--- config.mk ---
export PLATFORM = sky130hd
export DESIGN_NAME = dmem_arbiter
export DESIGN_NICKNAME = d
export VERILOG_FILES = /design/src/rtl/dmem_arbiter.sv
export SDC_FILE = /design/constraint.sdc
export NUM_CORES = 1
export LEC_CHECK = 0
export CORE_AREA = 4 4 142 144
export DETAILED_ROUTE_END_ITERATION = 10
export DIE_AREA = 0 0 146 148
export GPL_TIMING_DRIVEN = 0
export PLACE_DENSITY_LB_ADDON = 0.05
export SETUP_SLACK_MARGIN = 0.4
export SYNTH_ARGS = -nofsm -noshare
export SYNTH_HDL_FRONTEND = slang
export SYNTH_SLANG_ARGS = --single-unit
--- constraint.sdc ---
create_clock -name clk -period 3.1 [get_ports clk]
set_clock_uncertainty 0.05 [all_clocks]
set_input_delay 0.31 -clock clk [delete_from_list [all_inputs] [get_ports clk]]
set_output_delay 0.31 -clock clk [all_outputs]
set_load 0.01 [all_outputs]
--- src/rtl/dmem_arbiter.sv ---
// Two-port arbiter in front of a single-port word memory. Round-robin or fixed
// priority grant, registered responses, byte-masked stores done as read-modify-write.
module dmem_arbiter #(
    parameter int FIXED_PRIO = 0,
    parameter int ADDR_W     = 32
) (
    input  logic              clk,
    input  logic              rst,
    input  logic              p0_req_valid,
    output logic              p0_req_ready,
    input  logic              p0_req_we,
    input  logic [ADDR_W-1:0] p0_req_addr,
    input  logic [31:0]       p0_req_wdata,
    input  logic [3:0]        p0_req_be,
    output logic              p0_rsp_valid,
    output logic [31:0]       p0_rsp_rdata,
    input  logic              p1_req_valid,
    output logic              p1_req_ready,
    input  logic              p1_req_we,
    input  logic [ADDR_W-1:0] p1_req_addr,
    input  logic [31:0]       p1_req_wdata,
    input  logic [3:0]        p1_req_be,
    output logic              p1_rsp_valid,
    output logic [31:0]       p1_rsp_rdata,
    output logic              mem_we,
    output logic [ADDR_W-1:0] mem_addr,
    output logic [31:0]       mem_wdata,
    input  logic [31:0]       mem_rdata
);

    typedef enum logic [1:0] {IDLE, ACCESS, MERGE} state_t;

    state_t            state, state_next;
    logic              last_grant;
    logic              grant_any, grant_port, take;
    logic              we_q, port_q;
    logic [ADDR_W-1:0] addr_q;
    logic [31:0]       wdata_q, merge_q, wdata_hold;
    logic [3:0]        be_q;
    logic              partial_wr, full_wr, done;
    logic [31:0]       rsp_word;
    logic              unused_addr_lsb;

    function automatic logic [31:0] merge_bytes(input logic [31:0] old_word,
                                                input logic [31:0] new_word,
                                                input logic [3:0]  be);
        logic [31:0] result;
        result = old_word;
        for (int k = 0; k < 4; k++) begin
            if (be[k]) result[8*k +: 8] = new_word[8*k +: 8];
        end
        return result;
    endfunction

    // Both valid: alternate away from the previous winner unless port 0 is pinned.
    always_comb begin
        grant_any  = 1'b0;
        grant_port = 1'b0;
        if (p0_req_valid && p1_req_valid) begin
            grant_any  = 1'b1;
            grant_port = (FIXED_PRIO != 0) ? 1'b0 : ~last_grant;
        end else if (p0_req_valid) begin
            grant_any  = 1'b1;
            grant_port = 1'b0;
        end else if (p1_req_valid) begin
            grant_any  = 1'b1;
            grant_port = 1'b1;
        end
    end

    assign take         = (state == IDLE) && grant_any && !rst;
    assign p0_req_ready = take && !grant_port;
    assign p1_req_ready = take && grant_port;

    assign full_wr    = we_q && (be_q == 4'hF);
    assign partial_wr = we_q && (be_q != 4'hF) && (be_q != 4'h0);
    assign done       = ((state == ACCESS) && !partial_wr) || (state == MERGE);
    assign rsp_word   = we_q ? 32'h0 : mem_rdata;

    assign mem_addr        = {addr_q[ADDR_W-1:2], 2'b00};
    assign unused_addr_lsb = ^addr_q[1:0];

    always_comb begin
        state_next = state;
        mem_we     = 1'b0;
        mem_wdata  = wdata_hold;
        case (state)
            IDLE: begin
                if (take) state_next = ACCESS;
            end
            ACCESS: begin
                mem_wdata  = wdata_q;
                mem_we     = full_wr;
                state_next = partial_wr ? MERGE : IDLE;
            end
            MERGE: begin
                mem_wdata  = merge_bytes(merge_q, wdata_q, be_q);
                mem_we     = 1'b1;
                state_next = IDLE;
            end
            default: state_next = IDLE;
        endcase
        if (rst) mem_we = 1'b0;
    end

    always_ff @(posedge clk) begin
        if (rst) state <= IDLE;
        else     state <= state_next;
    end

    // addr_q and wdata_hold are reset so the memory bus never shows X.
    always_ff @(posedge clk) begin
        if (rst) begin
            last_grant   <= 1'b1;
            p0_rsp_valid <= 1'b0;
            p1_rsp_valid <= 1'b0;
            p0_rsp_rdata <= 32'h0;
            p1_rsp_rdata <= 32'h0;
            addr_q       <= '0;
            wdata_hold   <= 32'h0;
        end else begin
            p0_rsp_valid <= 1'b0;
            p1_rsp_valid <= 1'b0;
            if (take) begin
                last_grant <= grant_port;
                addr_q     <= grant_port ? p1_req_addr : p0_req_addr;
            end
            if (state == ACCESS || state == MERGE) wdata_hold <= mem_wdata;
            if (done) begin
                if (port_q) begin
                    p1_rsp_valid <= 1'b1;
                    p1_rsp_rdata <= rsp_word;
                end else begin
                    p0_rsp_valid <= 1'b1;
                    p0_rsp_rdata <= rsp_word;
                end
            end
        end
    end

    always_ff @(posedge clk) begin
        if (take) begin
            port_q  <= grant_port;
            we_q    <= grant_port ? p1_req_we    : p0_req_we;
            wdata_q <= grant_port ? p1_req_wdata : p0_req_wdata;
            be_q    <= grant_port ? p1_req_be    : p0_req_be;
        end
        if (state == ACCESS) merge_q <= mem_rdata;
    end

endmodule
# Word-level counts from Yosys, hierarchy flattened
# Cells that the tools add are included.
# totals
in_bits,174
reg_bits,203
word_cells,62
out_inout_bits,133
# classes
n_eq_ne,5
reduce_logical,19
n_bitwise,3
muxes,22
# op_table
operator,n
32-bit 2-to-1 mux,3
32-bit case mux with 2 select lines,1
8-bit 2-to-1 mux,4
1-bit logical AND,9
1-bit 2-to-1 mux,9
4-bit equality test (second input constant),1
2-bit 2-to-1 mux,2
4-bit 2-to-1 mux,1
4-bit inequality test (second input constant),1
2-bit case mux with 2 select lines,1
2-bit AND reduction,2
4-bit nonzero test,1
1-bit logical NOT,3
1-bit inverter,3
2-bit by 1-bit equality test with 1-bit output (second input constant),1
2-bit equality test (second input constant),1
2-bit logical NOT,1
1-bit logical OR,2
2-bit inequality test (second input constant),1
1-bit case mux with 2 select lines,1
2-bit OR reduction,1

# Depth between registers and ports, before layout
# logic_depth
word_depth,8
mapped_depth,8
mapped_depth_nobuf,6

# Least setup slack after synthesis
# Ideal clock, no wire load.
# synth_timing
kind,register -> output
startpoint,register state[1]
endpoint,output port mem_wdata[10]
path_stages_with_launch,7
setup_slack_ps,548
required_ps,2740
t_arrival_ps,2192
path_buffers,1
cell_sequence,dfxtp_1 inv_1 ha_1 buf_2 a21o_1 nand2_1 a31oi_1
# synth_between
elab_chain_len,2
word_cells_on_any_way,3
cone_classes,eq/ne: 2; mux: 1
# synth_lines
item,line,source
start: declaration,33,"state_t state, state_next;"
start signal: assignment,108,else state <= state_next;
2-bit equality test or 2-bit by 1-bit equality test with 1-bit output (tied branches),87,case (state)
32-bit case mux with 2 select lines (*),87,
end: declaration,27,"output logic [31:0] mem_wdata,"
# Every way passes the cells marked *; elsewhere a longest branch is shown, timed or not.

# Worst setup path in the final report
# layout_timing
startpoint,register state[0]
endpoint,output port mem_wdata[27]
# Same word-level chain as after synthesis.

==> impl_metrics.tcl <==
set metrics [dict create \
    swShare 0.2828 \
    cp.arrival_ns 2.24 \
    p_int_uw 5361 \
    max_stage_delay_ns 0.34 \
    grt_max_degree 25 \
    area_growth_pct 49.87 \
    min_period_over_period 0.8403 \
    avgSynthCellArea_sq_um 10.18 \
    die_y_um 148 \
    firstDrtPassIters 4 \
    hp-class "input port to register" \
    synth-edff-count 70 \
    drv_slew 0 \
    via_per_inst 5.001 \
    final_common_cell "clkdlybuf4s50_1" \
    synth_cells 819 \
    ios 307 \
    synth.distinct_cells 46 \
    final_antenna_net_count 0 \
    seqPwrFrac 0.421 \
    multiInputGateArea_sq_um 3328 \
    critPathMaxFanout 10 \
    syn_area_sq_um 8334 \
    fp.dieW_um 146 \
    period_needed_ns 2.605 \
    grt.overflow.total 0 \
    worstMarginPinSlew_ns 0.6322 \
    clkSinkCount 201 \
    synthTopCellsByArea "dfxtp_1, edfxtp_1, nor2_1" \
    nNetsFinal 1330 \
    layout_common_cells "clkdlybuf4s50_1, nor2_1, dfxtp_1" \
    slew_headroom 0.5785 \
    p_leak_uw 0.004657 \
    drt-total-wl_um 25970 \
    antenna_found_initial 1 \
    wl_per_cell_um 18.51 \
    p_clk_frac 0.321 \
    setup_viol 0 \
    drv_cap 0 \
    yosys_most_used_dff "dfxtp_1" \
    die_area_sq_um 21610 \
    switchingPower_uw 2114 \
    setup_ws_ns 0.4952 \
    worstSetupStartpointType "register" \
    yosysWarnings 0 \
    pwr-share-comb 0.257 \
    cts_buffer_depth 3 \
    whs_ns 0.3158 \
    place_congestion 0.7832 \
    num-fill-cells 1558 \
    ys_seq_area_frac 0.5669 \
    finalHoldViolCount 0 \
    tritoncts "yes" \
    dpl.hpwl_um 18820 \
    start_util 0.4456 \
    htree_levels 1 \
    pwr_density_cell_nw_per_um2 598.5 \
    reg2reg_slack_ns 0.87 \
    critPathSlowestCell "dfxtp_2" \
    peakVddDrop_mv 0.3520 \
    grt_setup_unrepaired "no" \
    finalPower_uw 7475 \
    synth_top_area_frac 0.3147 \
    synth_top_cell_by_area "dfxtp_1" \
    place_ws_ns -0.3685 \
    grt_pass1_wl_um 39740 \
    rows 50 \
    io_buffers 299 \
    cts_hold_buf 0 \
    clk_pin_slew_ns 0.05 \
    clock-root-buffer "clkbuf_16" \
    drc 0 \
    cp-end-kind "primary output" \
    drtIter0Drc 332 \
    fmax_mhz 383.9 \
    seq_area_sq_um 4726 \
    worst-setup-path-type "register to primary output" \
    synth-async-reset-ratio 0 \
    synth-seq-cells 201 \
    vias 7017 \
    required_ns 2.74 \
    first_global_vias 6979 \
    core-area_sq_um 18710 \
    cts_buffers 22 \
    drive_above_1_share 0.1344 \
    grtUsageTotal 0.2304 \
    worstPathCellList "inv_1, ha_1, buf_4, buf_6, and2b_4, nand2_1, a31oi_1, clkdlybuf4s15_1" \
    status "complete, no violations" \
    clk-insertion-delay-late_ns 0.50 \
]
routing by layer:
metal / GRT usage / vias up / routed length [um]
met4: 0.05268 / 0 / 465
met3: 0.06315 / 27 / 1835
met2: 0.3687 / 224 / 11970
li1: - / 3469 / -
met5: 0 / - / 0
met1: 0.3147 / 3297 / 11700
power groups by stage:
| stage | combinational [uW] | clock [uW] | sequential, uW |
|---|---|---|---|
| CTS | 1900 | 2460 | 3150 |
| global route | 2080 | 2570 | 3180 |
| detailed placement | 1920 | 0 | 3200 |
| finish | 1920 | 2400 | 3150 |
| floorplan | 902 | 0 | 3220 |
| global placement | 1900 | 0 | 3200 |
cell type report:
cell class,count,area share
diodes,1,0.0002003
repair buffers,308,0.2460
flip-flops and latches,201,0.3783
clock buffers,31,0.04838
well taps,234,0.02344
inverters,2,0.0006010
multi-input cells,558,0.2665
clock inverters,9,0.004508
plain buffers,59,0.03205
through the flow:
stage	TNS (ns)	util	std cells	cell area, sq um
final	0	0.6678	1403	12490
after global routing	0	0.6678	1403	12490
after CTS	0	0.6629	1398	12400
after detailed placement	-0.7913	0.6215	1353	11630
after global placement	-18.68	0.6214	1353	11620
after floorplan	0	-	820	8338
logic make-up (layout without fill, tap and decap cells):
group / after synthesis / count (layout) / share of synthesized area
simple gates: 338 / 338 / 0.1809
fa+ha+maj: 4 / 4 / 0.006005
compound gates: 143 / 143 / 0.1123
mux: 71 / 71 / 0.09128
buf+inv: 61 / 409 / 0.04218
other cells: 1 / 3 / 0.0004500
flops: 201 / 201 / 0.5669
synth_stat cells, drive strengths merged, types with 2 or more instances:
master / instances
a211oi: 30
nor2b: 34
ha: 4
buf: 31
mux2i: 31
a21oi: 66
nand2b: 32
a31oi: 34
clkbuf: 27
nor2: 193
dfxtp: 131
o21ai: 2
a21o: 4
edfxtp: 70
inv: 2
and2b: 3
nor3b: 3
o31ai: 2
nand2: 65
mux2: 40
what timing repair did:
item / in CTS / in global routing
gates cloned: 1 / 1
pin swaps: 0 / 0
endpoints found under the setup margin: 35 / 34
resized for setup: 67 / 31
setup buffers: 4 / 3
final timing paths:
kind                                   endpoint  cells after the start                          start
setup / recovery                  mem_wdata[27]                      8          state[0]$_SDFFE_PP0P_
hold / removal            state[0]$_SDFFE_PP0P_                      4                            rst
setup reg to reg  p0_rsp_rdata[19]$_SDFFE_PP0P_                      8          state[1]$_SDFFE_PP0P_
hold reg to reg   p0_rsp_rdata[14]$_SDFFE_PP0P_                      2  p0_rsp_rdata[14]$_SDFFE_PP0P_
registers in the layout, indices dropped and copies added (netlist names):
| name | count |
|---|---|
| merge_q | 32 |
| p0_rsp_rdata | 32 |
| p1_rsp_rdata | 32 |
| wdata_hold | 32 |
| wdata_q | 32 |
| addr_q | 30 |
| be_q | 4 |
| state | 2 |
| last_grant | 1 |
| p0_rsp_valid | 1 |
| p1_rsp_valid | 1 |
| port_q | 1 |
| we_q | 1 |
critical path, delay by kind of cell, from the launching register on:
family / cells / cell delay, ns
simple gates: 2 / 0.30
compound gates: 1 / 0.21
buf+inv: 4 / 0.73
flops: 1 / 0.34
fa+ha+maj: 1 / 0.16
Note: power is estimated with default switching activity, not from simulation.
